<file path="config.mk">
export PLATFORM = sky130hd
export DESIGN_NAME = clk_div_prog
export DESIGN_NICKNAME = d
export VERILOG_FILES = /design/src/rtl/clk_div_pkg.sv /design/src/rtl/clk_div_core.sv /design/src/rtl/clk_div_prog.sv
export SDC_FILE = /design/constraint.sdc
export NUM_CORES = 1
export LEC_CHECK = 0
export CORE_ASPECT_RATIO = 0.5
export CORE_UTILIZATION = 30
export DETAILED_ROUTE_END_ITERATION = 6
export HOLD_SLACK_MARGIN = 0.12
export PLACE_DENSITY_LB_ADDON = 0.3
export RECOVER_POWER = 50
export SLEW_MARGIN = 15
export SYNTH_ARGS = -nofsm -noshare
export SYNTH_HDL_FRONTEND = slang
export SYNTH_SLANG_ARGS = --single-unit
</file>
<file path="constraint.sdc">
create_clock -name clk -period 17.8 [get_ports clk]
set_input_delay 3.56 -clock clk [delete_from_list [all_inputs] [get_ports clk]]
set_output_delay 3.56 -clock clk [all_outputs]
set_load 0.05 [all_outputs]
</file>
<file path="src/rtl/clk_div_pkg.sv">
// Shared constants and state type for the programmable clock divider.
package clk_div_pkg;

  localparam int unsigned DIV_MIN = 2;

  typedef enum logic {
    IDLE = 1'b0,
    RUN  = 1'b1
  } state_e;

endpackage

</file>
<file path="src/rtl/clk_div_core.sv">
// Period counter with registered clk_out/tick decode for a given divisor.
module clk_div_core #(
  parameter int CNT_W = 16
) (
  input  logic             clk,
  input  logic             rst_n,
  input  logic             run_q,
  input  logic             run_d,
  input  logic [CNT_W-1:0] div_q,
  input  logic [CNT_W-1:0] div_d,
  output logic             wrap,
  output logic             clk_out,
  output logic             tick
);

  localparam logic [CNT_W-1:0] ONE = CNT_W'(1);

  logic [CNT_W-1:0] cnt_q, cnt_d;
  logic             clk_out_q, clk_out_d;
  logic             tick_q, tick_d;

  // Outputs are decoded from the next count and next divisor so the flops
  // show the decode of the count they sit alongside in the same cycle.
  always_comb begin
    wrap      = run_q && (cnt_q == div_q - ONE);
    cnt_d     = (run_q && run_d && !wrap) ? cnt_q + ONE : '0;
    clk_out_d = run_d && (cnt_d >= div_d - (div_d >> 1));
    tick_d    = run_d && (cnt_d == div_d - ONE);
  end

  always_ff @(posedge clk or negedge rst_n) begin
    if (!rst_n) begin
      cnt_q     <= '0;
      clk_out_q <= 1'b0;
      tick_q    <= 1'b0;
    end else begin
      cnt_q     <= cnt_d;
      clk_out_q <= clk_out_d;
      tick_q    <= tick_d;
    end
  end

  always_comb begin
    clk_out = clk_out_q;
    tick    = tick_q;
  end

endmodule

</file>
<file path="src/rtl/clk_div_prog.sv">
// Runtime-programmable clock divider: enable FSM and deferred divisor load
// around a counter core; divisor changes only land on period boundaries.
module clk_div_prog
  import clk_div_pkg::*;
#(
  parameter int CNT_W   = 16,
  parameter int DEF_DIV = 4
) (
  input  logic             clk,
  input  logic             rst_n,
  input  logic             en,
  input  logic             div_load,
  input  logic [CNT_W-1:0] div_in,
  output logic             clk_out,
  output logic             tick,
  output logic             running,
  output logic             pending,
  output logic             div_err,
  output logic [CNT_W-1:0] cur_div
);

  localparam logic [CNT_W-1:0] DIV_MIN_W = CNT_W'(DIV_MIN);
  localparam logic [CNT_W-1:0] DEF_DIV_W = CNT_W'(DEF_DIV);

  state_e           state_q, state_d;
  logic [CNT_W-1:0] cur_div_q, cur_div_d;
  logic [CNT_W-1:0] pend_div_q, pend_div_d;
  logic             pending_q, pending_d;
  logic             div_err_q, div_err_d;
  logic             wrap, apply, load_ok;

  always_ff @(posedge clk or negedge rst_n) begin
    if (!rst_n) begin
      state_q    <= IDLE;
      cur_div_q  <= DEF_DIV_W;
      pend_div_q <= '0;
      pending_q  <= 1'b0;
      div_err_q  <= 1'b0;
    end else begin
      state_q    <= state_d;
      cur_div_q  <= cur_div_d;
      pend_div_q <= pend_div_d;
      pending_q  <= pending_d;
      div_err_q  <= div_err_d;
    end
  end

  // Dropping en never cuts a period short: RUN only exits at the wrap.
  always_comb begin
    state_d = state_q;
    case (state_q)
      IDLE:    if (en) state_d = RUN;
      RUN:     if (wrap && !en) state_d = IDLE;
      default: state_d = IDLE;
    endcase
  end

  // div_load is a single-cycle strobe with no back-pressure: a legal div_in
  // is always accepted, held pending until the next boundary (last load
  // wins), or applied straight away when the strobe lands on a boundary.
  always_comb begin
    apply      = (state_q == IDLE) || wrap;
    load_ok    = div_load && (div_in >= DIV_MIN_W);
    div_err_d  = div_load && (div_in < DIV_MIN_W);
    cur_div_d  = cur_div_q;
    pend_div_d = pend_div_q;
    pending_d  = pending_q;
    if (apply) begin
      if (load_ok) begin
        cur_div_d = div_in;
        pending_d = 1'b0;
      end else if (pending_q) begin
        cur_div_d = pend_div_q;
        pending_d = 1'b0;
      end
    end else if (load_ok) begin
      pend_div_d = div_in;
      pending_d  = 1'b1;
    end
  end

  always_comb begin
    running = (state_q == RUN);
    pending = pending_q;
    div_err = div_err_q;
    cur_div = cur_div_q;
  end

  clk_div_core #(.CNT_W(CNT_W)) u_core (
    .clk     (clk),
    .rst_n   (rst_n),
    .run_q   (state_q == RUN),
    .run_d   (state_d == RUN),
    .div_q   (cur_div_q),
    .div_d   (cur_div_d),
    .wrap    (wrap),
    .clk_out (clk_out),
    .tick    (tick)
  );

endmodule

</file>
Word level (Yosys, flattened, before mapping). Index checks and enable logic that the tools add are counted. Widths: inputs -> output; s select.

Register bits: 53. Bits of input ports: 20. Output and inout bits: 21. Logic and storage cells: 41.

Add/subtract/negate cells: 4. $lt $le $gt $ge: 3. Eq/ne operators: 2. Multiplexer cells: 9. Bitwise operators: 2. Reductions and logical operators: 13.

Operators with widths (number): $mux 16 (4); $eq 16x16->1 (2); $sub 16x1->16 const B (2); $add 16x1->16 const B (1); $ge 16x16->1 (1); $ge 16x2->1 const B (1); $lt 16x2->1 const B (1); $sub 16x15->16 (1); $logic_and 1x1->1 (8); $mux 1 (4); $logic_not 1->1 (2); $not 1->1 (2); $pmux 1 s2 (1); $reduce_and 2->1 (1); $reduce_bool 2->1 (1); $logic_or 1x1->1 (1).

Logic depth before layout (Yosys ltp). Gate-level depths: netlist of run 1.

Depth after elaboration: 11. Depth in mapped cells: 29. Gate-level depth less buffers: 26.

Hierarchy. Synthesis of run 1 repeated with hierarchy kept, for this count alone.

Cell total of the unflattened synthesis: 567. Area total of the unflattened synthesis: 5126.2 µm².

Modules (own cells, without submodules): clk_div_core (instances 1, cells each 427, area an instance 3340.7 µm², sequential area each 450.4 µm²); clk_div_prog (instances 1, cells each 140, area an instance 1785.5 µm², sequential area each 877.1 µm²).

Worst setup path before layout of run 1. Ideal clock, no wire load.

Kind: input-to-reg. From: in div_in[15]. To: reg u_core.clk_out_q, in the netlist u_core.clk_out. Data arrival time: 7983 ps. Required time: 17676 ps. Path slack: 9693 ps. Stages: 22. Cells stage by stage: nor4_1 > a41oi_1 > nor2b_1 > clkbuf_1 > a22o_1 > a22oi_1 > inv_1 > ha_1 > fa_1 > inv_1 > a21oi_1 > nor3_1 > or3_1 > a2111o_1 > a41oi_2 > o21bai_1 > a21oi_1 > xor2_1 > ha_1 > a211o_1 > o221a_2 > o31a_1.

Cells in the longest elaborated chain, start to end: 7.

Ends and longest elaborated chain: start, declared (RTL line clk_div_prog.sv:13) `input logic [CNT_W-1:0] div_in,`; $ge 16x2->1 (RTL line clk_div_prog.sv:63) `load_ok = div_load && (div_in >= DIV_MIN_W);`; $logic_and 1x1->1 (RTL line clk_div_prog.sv:63); $mux 16 (RTL line clk_div_prog.sv:69) `if (load_ok) begin`; $mux 16 (RTL line clk_div_prog.sv:68) `if (apply) begin`; net cur_div_d[1] (RTL line clk_div_prog.sv:26) `logic [CNT_W-1:0] cur_div_q, cur_div_d;`; $sub 16x15->16 (RTL line clk_div_core.sv:27) `clk_out_d = run_d && (cnt_d >= div_d - (div_d >> 1));`; $ge 16x16->1 (RTL line clk_div_core.sv:27); $logic_and 1x1->1 (RTL line clk_div_core.sv:27); net u_core.clk_out_d (RTL line clk_div_core.sv:19) `logic clk_out_q, clk_out_d;`; end signal, assigned (RTL line clk_div_core.sv:38) `clk_out_q <= clk_out_d;`; end, declared (RTL line clk_div_core.sv:19).

The timed path passes the listed nets, and every way through them passes these cells. A chain may end at the register's enable or synchronous reset.

Worst setup path in the final report of run 1.
From: in div_load. To: reg u_core.clk_out_q, in the netlist u_core.clk_out.

Cells in the longest elaborated chain, start to end: 6.

Ends and longest elaborated chain: start, declared (RTL line clk_div_prog.sv:12) `input logic div_load,`; $logic_and 1x1->1 (RTL line clk_div_prog.sv:63); $mux 16 (RTL line clk_div_prog.sv:69); $mux 16 (RTL line clk_div_prog.sv:68); net cur_div_d[2] (RTL line clk_div_prog.sv:26); $sub 16x15->16 (RTL line clk_div_core.sv:27); $ge 16x16->1 (RTL line clk_div_core.sv:27); $logic_and 1x1->1 (RTL line clk_div_core.sv:27); net u_core.clk_out_d (RTL line clk_div_core.sv:19).

The timed path passes the listed nets, and every way through them passes these cells.

==> results of run 1 <==
-- layout make-up --
type                    count  area (µm²)
fillers                  1571       10000
multi-input cells         420        3330
flip-flops and latches     53        1330
repair buffers             44         414
well taps                 221         277
inverters                  34         128
clock buffers               5         125
clock inverters             3        26.3
-- synth_stat cells (3+ instances only) --
| cell type | instances | area share, % |
|---|---|---|
| nor2_1 | 37 | 2.8 |
| buf_2 | 7 | 0.72 |
| a22oi_1 | 14 | 2.1 |
| a21o_1 | 12 | 1.8 |
| nand4_1 | 8 | 1.0 |
| nor3b_1 | 3 | 0.46 |
| clkbuf_1 | 7 | 0.54 |
| o21bai_1 | 7 | 1.1 |
| ha_1 | 53 | 14 |
| xnor2_1 | 38 | 6.8 |
| inv_1 | 34 | 2.6 |
| mux2i_1 | 10 | 2.0 |
| a22o_1 | 7 | 1.3 |
| dfrtp_1 | 52 | 27 |
| o22ai_1 | 5 | 0.64 |
| nand3b_1 | 4 | 0.61 |
| mux2_2 | 17 | 3.9 |
| or3_1 | 4 | 0.51 |
| nor4_1 | 4 | 0.51 |
| nor2b_1 | 6 | 0.77 |
| xor2_1 | 24 | 4.3 |
| nand2_1 | 25 | 1.9 |
| nand2b_1 | 8 | 1.0 |
| o31a_1 | 3 | 0.54 |
| o21ai_0 | 18 | 1.8 |
| nand3_1 | 10 | 1.0 |
| and2_1 | 4 | 0.51 |
| a211oi_1 | 4 | 0.61 |
| nor3_1 | 15 | 1.5 |
| and3_1 | 4 | 0.51 |
| a21oi_1 | 19 | 1.9 |
-- power by group through the flow --
stage	Clock [µW]	Combinational [µW]	Sequential [µW]
6_report	104	826	199
5_1_grt	111	915	204
4_1_cts	106	822	199
3_5_place_dp	0	816	201
3_3_place_gp	0	811	200
2_1_floorplan	0	599	213
-- worst max path at each step --
stage,startpoint,to,cells past startpoint
2_1_floorplan,div_in[15],u_core.clk_out,22
3_3_place_gp,div_load,u_core.clk_out,20
3_5_place_dp,div_in[14],u_core.clk_out,22
4_1_cts,div_load,u_core.clk_out,20
5_1_grt,div_load,u_core.clk_out,20
6_report,div_load,u_core.clk_out,20
-- worst max-delay path, delay by kind of cell --
kind | cells | cell delay, ns
adders and majority gates | 2 | 0.62
and+or+nand+nor | 4 | 0.98
buffers and inverters | 3 | 1.13
AOI/OAI and AO/OA | 10 | 2.83
xor gates and xnor gates | 1 | 0.17
-- metrics by stage --
| stage | util, % | total power, µW |
|---|---|---|
| finish | 35.9 | 1130 |
| global route | 35.9 | 1230 |
| CTS | 36.0 | 1130 |
| detailed placement | 35.1 | 1020 |
| global placement | 35.1 | 1010 |
| floorplan | - | 812 |
-- kinds of logic (layout without fill, tap and decap cells) --
kind of cell	count (synthesis)	in the layout	share of synthesized area (%)
AOI/OAI and AO/OA	130	130	19.9
xor gates and xnor gates	65	65	12.5
adders and majority gates	54	54	14.0
buffers and inverters	52	86	4.63
DFF	53	53	27.2
muxes	27	27	5.96
and+or+nand+nor	144	144	15.8
-- state kept, by name, indices dropped and copies added, names as in the netlist --
| register | cells |
|---|---|
| running | 1 |
| div_err | 1 |
| u_core.clk_out | 1 |
| cur_div | 16 |
| u_core.cnt_q | 16 |
| pend_div_q | 16 |
| pending | 1 |
| u_core.tick | 1 |
-- routing by layer --
metal  track usage, %  vias up  share of wire, %
met1             25.6     1935                51
met2             26.5       97                43
li1                 -     1969                 -
met3             1.87       11               4.5
met4             3.43        0               1.1
met5                0        -                 0
==> results.py, run 1 <==
metrics = {
    "status": {
        "status": "finished with violations",
        "violations": "capacitance limit, slew limit",
    },
    "min_path": {
        "whs_path_depth": 1,
        "hold_path_class": "register to register",
        "holdPathEnd": "pend_div_q[8]",
        "hp-start": "pend_div_q[8]",
    },
    "sta": {
        "max_clock_freq_mhz": 110,
        "setup_tns_ns": 0,
        "tightest_slew_ns": 3.04,
        "hold_viol_final": 0,
        "rsz0062_at_grt": "no",
        "worst_slack_ns": 8.71,
        "whs_ns": 0.513,
        "fin_crit_ns": 9.09,
        "clock_skew_ns": 0.00872,
        "setup_viol": 0,
        "drv_slew": 86,
        "fin_crit_sh_pct": 51.1,
        "slew_headroom_pct": -102,
    },
    "power": {
        "p_seq_share_pct": 17.6,
        "power.internal_uw": 563,
        "vdd_drop_max_v": 0.0000645,
        "p_comb_share_pct": 73.1,
        "p_sw_uw": 567,
        "clkPwrFrac_pct": 9.2,
        "p_per_area_nw_per_um2": 201,
        "switching_share_pct": 50.2,
        "p_leak_uw": 0.00250,
    },
    "logic_synthesis": {
        "ys_ff_latch": 53,
        "synthDistinctLibCells": 78,
        "yosysWarningCount": 0,
        "yosysSeqAreaShare_pct": 27.2,
        "synth_edf_count": 0,
        "synth_area_um2": 4890,
        "synth_area_per_cell_um2": 9.31,
        "syn_inst": 525,
        "synthFlopType": "dfrtp_1",
        "syn-num-nets": 599,
        "async_flop_share_pct": 100,
    },
    "cells_and_area": {
        "post_route_cells_drive_above_1_share_pct": 8.59,
        "final_cells": 780,
        "diodes": 0,
        "final_nets": 632,
        "syn_to_final_growth_pct": 15.1,
        "layout_common_cells": "ha_1 (53), dfrtp_1 (52), clkdlybuf4s50_1 (39)",
        "final_cell_area_um2": 5630,
        "final_common_cell": "ha_1",
    },
    "clock_network": {
        "cts_tree": "built",
        "cts_made_buffers": 5,
        "ctsResizeCount": 0,
        "clk_path_buf_depth": 2,
        "post_cts.repair.setup_buffers": 0,
        "cts_root_buf": "clkbuf_16",
        "hold_buffers": 0,
        "insertion_delay_ns": 0.31,
        "clock-sinks": 53,
        "clkTransAtPathRegs_ns": 0.08,
        "ctsHtreeMaxLevel": 2,
    },
    "floorplanning": {
        "die_y_um": 92.3,
        "core_area_um2": 15700,
        "ios": 41,
        "start_util_pct": 31.2,
        "num_rows": 32,
        "die_w_um": 183,
        "dieArea_um2": 16800,
    },
    "worst_setup_path": {
        "crit_fanout": 14,
        "startpoint_type": "input pin",
        "worstPathRequired_ns": 18.00,
        "regToRegSetupSlack_ns": 9.15,
        "crit_chain": "clkdlybuf4s50_1 > inv_1 > a41oi_1 > or2_2 > nand2_1 > a21oi_1 > inv_1 > ha_1 > a21oi_1 > nor3_1 > or3_1 > a2111o_1 > a41oi_2 > o21bai_1 > a21oi_1 > xor2_1 > ha_1 > a211o_1 > o221a_2 > o31a_1",
        "r2r-start": "cur_div[0]",
        "max_stage_delay_ns": 0.81,
        "r2r-end": "u_core.clk_out",
        "critPathArrivalTime_ns": 9.29,
        "reg2reg_depth": 24,
        "cp_common_cell": "a21oi_1",
        "critPathSlowestCell": "clkdlybuf4s50_1",
        "setup.worst_path.end_class": "register",
        "worstSetupPathType": "input pin to register",
    },
    "route": {
        "wirelength_um": 13900,
        "drcViolationCount": 0,
        "routed_via_density": 5.14,
        "first_iter_violations": 242,
        "wire_per_inst_um": 17.9,
        "dr.pass1.iters": 5,
        "postRouteAntennaNets": 0,
        "via_count": 4012,
    },
    "grt": {
        "grt_pass1_wl_um": 22000,
        "grt_overflow": 0,
        "grt_max_degree": 54,
        "antenna_found_initial": 0,
        "grt_pass1_vias": 3844,
        "track_usage_pct": 17.2,
    },
    "placement": {
        "dp_hpwl_um": 11000,
        "portBuffers": 40,
        "place_area_um2": 5490,
        "gp_congestion": 0.940,
        "preCtsSetupSlack_ns": 8.56,
        "place_inst": 772,
    },
    "run": {
        "max_cap_violations": 2,
    },
}
No activity file was read; power rests on OpenSTA's default activity.
==> run 2: changes to the inputs <==
==> constraint.sdc (replaced) <==
create_clock -name clk -period 7.3 [get_ports clk]
set_input_delay 1.46 -clock clk [delete_from_list [all_inputs] [get_ports clk]]
set_output_delay 1.46 -clock clk [all_outputs]
set_load 0.05 [all_outputs]
==> run 2 against run 1 <==
The flow still finishes with violations (capacitance limit, slew limit). Sequential share of layout area down 0.20 points. Non-clock buffer count up 5. Via count increased by 0.52%. Hold slack got worse by 0.0015 ns. Clock-buffer cell count unchanged. Wire length is essentially flat. Global-route usage increased by 0.14 points. Cell count rose by 0.64%. Die area stayed put. Combinational power rose by 140%.
==> results.py, run 2 (synthesis results as in run 1) <==
metrics = {
    "status": {
        "status": "finished with violations",
        "violations": "capacitance limit, slew limit",
    },
    "sta": {
        "fin_crit_sh_pct": 92.0,
        "drv_slew": 54,
        "max_clock_freq_mhz": 149,
        "hold_viol_final": 0,
        "setup_viol": 0,
        "slew_headroom_pct": -108,
        "fin_crit_ns": 6.71,
        "worst_slack_ns": 0.586,
        "setup_tns_ns": 0,
        "tightest_slew_ns": 3.12,
        "clock_skew_ns": 0.00664,
        "rsz0062_at_grt": "no",
    },
    "placement": {
        "gp_congestion": 0.860,
        "dp_hpwl_um": 11300,
        "portBuffers": 40,
        "place_inst": 777,
        "preCtsSetupSlack_ns": 0.453,
    },
    "min_path": {
        "whs_path_depth": 1,
        "hold_path_class": "register to register",
    },
    "route": {
        "routed_via_density": 5.14,
        "postRouteAntennaNets": 0,
        "wirelength_um": 13900,
        "via_count": 4033,
        "first_iter_violations": 268,
        "dr.pass1.iters": 5,
        "drcViolationCount": 0,
        "wire_per_inst_um": 17.7,
    },
    "worst_setup_path": {
        "setup.worst_path.end_class": "register",
        "worstSetupEndpoint": "u_core.clk_out",
        "regToRegSetupSlack_ns": 0.73,
        "cp-startpoint": "div_in[14]",
        "critPathArrivalTime_ns": 6.90,
        "r2r-start": "cur_div[0]",
        "r2r-end": "u_core.clk_out",
        "worstPathRequired_ns": 7.49,
        "reg2reg_depth": 26,
        "worstSetupPathType": "input pin to register",
        "crit_fanout": 10,
        "startpoint_type": "input pin",
    },
    "cells_and_area": {
        "final_nets": 637,
        "layout_common_cells": "ha_1 (53), dfrtp_1 (52), xnor2_1 (38)",
        "syn_to_final_growth_pct": 16.1,
        "final_cells": 785,
        "final_common_cell": "ha_1",
        "diodes": 0,
        "fillCellCount": 1604,
        "post_route_cells_drive_above_1_share_pct": 9.93,
    },
    "clock_network": {
        "clock-sinks": 53,
        "clk_path_buf_depth": 2,
        "clkTransAtPathRegs_ns": 0.08,
        "insertion_delay_ns": 0.30,
        "cts_tree": "built",
        "post_cts.repair.setup_buffers": 0,
        "cts_made_buffers": 5,
        "ctsResizeCount": 0,
        "hold_buffers": 0,
        "ctsHtreeMaxLevel": 2,
        "cts_root_buf": "clkbuf_16",
    },
    "power": {
        "vdd_drop_max_v": 0.000138,
        "p_comb_share_pct": 73.2,
        "switching_share_pct": 49.8,
        "p_per_area_nw_per_um2": 486,
        "p_leak_uw": 0.00255,
        "p_sw_uw": 1370,
        "p_seq_share_pct": 17.5,
        "power.internal_uw": 1380,
        "clkPwrFrac_pct": 9.3,
    },
    "floorplanning": {
        "num_rows": 32,
        "die_y_um": 92.3,
        "core_area_um2": 15700,
        "dieArea_um2": 16800,
        "start_util_pct": 31.2,
        "ios": 41,
        "die_w_um": 183,
    },
    "grt": {
        "grt_pass1_vias": 3987,
        "grt_overflow": 0,
        "grt_max_degree": 54,
        "grt_pass1_wl_um": 22800,
        "track_usage_pct": 17.3,
        "antenna_found_initial": 0,
    },
    "run": {
        "max_cap_violations": 1,
    },
}
-- run 2: worst min-delay path by stage --
stage | startpoint | to
6_report | pend_div_q[12] | pend_div_q[12]
5_1_grt | pend_div_q[8] | pend_div_q[8]
4_1_cts | pend_div_q[8] | pend_div_q[8]
3_5_place_dp | pend_div_q[8] | pend_div_q[8]
3_3_place_gp | pend_div_q[6] | pend_div_q[6]
2_1_floorplan | pend_div_q[0] | pend_div_q[0]
-- run 2: through the flow --
step	utilization [%]	instance area, µm²	hold slack (ns)	power (µW)
after floorplan	-	4890	0.479	1980
after global placement	35.3	5530	0.488	2460
after detailed placement	35.3	5530	0.497	2490
after CTS	36.3	5680	0.514	2760
after global routing	36.3	5680	0.522	3000
final	36.3	5680	0.512	2760
-- run 2: cell type report --
| cell class | count | area [µm²] | share of cell area, % |
|---|---|---|---|
| clock buffer | 5 | 125 | 2.20 |
| clock inverter | 3 | 25.0 | 0.441 |
| inverter | 34 | 128 | 2.25 |
| multi-input combinational | 420 | 3330 | 58.8 |
| sequential | 53 | 1330 | 23.4 |
| tap | 221 | 277 | 4.87 |
| timing repair buffer | 49 | 459 | 8.09 |
-- run 2: power groups by stage --
stage	Sequential, µW	Clock (µW)	Combinational, µW
global route	498	272	2230
finish	482	255	2020
CTS	483	259	2010
floorplan	520	0	1460
detailed placement	488	0	2000
global placement	487	0	1970
-- run 2: layer usage --
layer / track usage, % / up-vias / share of wire [%]
li1: - / 1969 / -
met1: 25.6 / 1983 / 52
met3: 2.22 / 9 / 3.3
met2: 26.9 / 72 / 44
met4: 2.73 / 0 / 0.76
met5: 0 / - / 0
-- run 2: critical path, cell delays in order --
cell and delay (ns):
dlygate4sd3_1 0.57, nor4_1 0.52, a41oi_1 0.39, or2_2 0.46, nand2_1 0.14, buf_4 0.20, a22oi_1 0.16, ha_1 0.38
inv_1 0.09, o221a_1 0.12, or3_1 0.44, a2111o_1 0.44, a41oi_2 0.23, o21bai_1 0.09, a21oi_1 0.18, xor2_1 0.17
ha_1 0.25, a211o_1 0.27, o221a_2 0.24, o31a_1 0.10
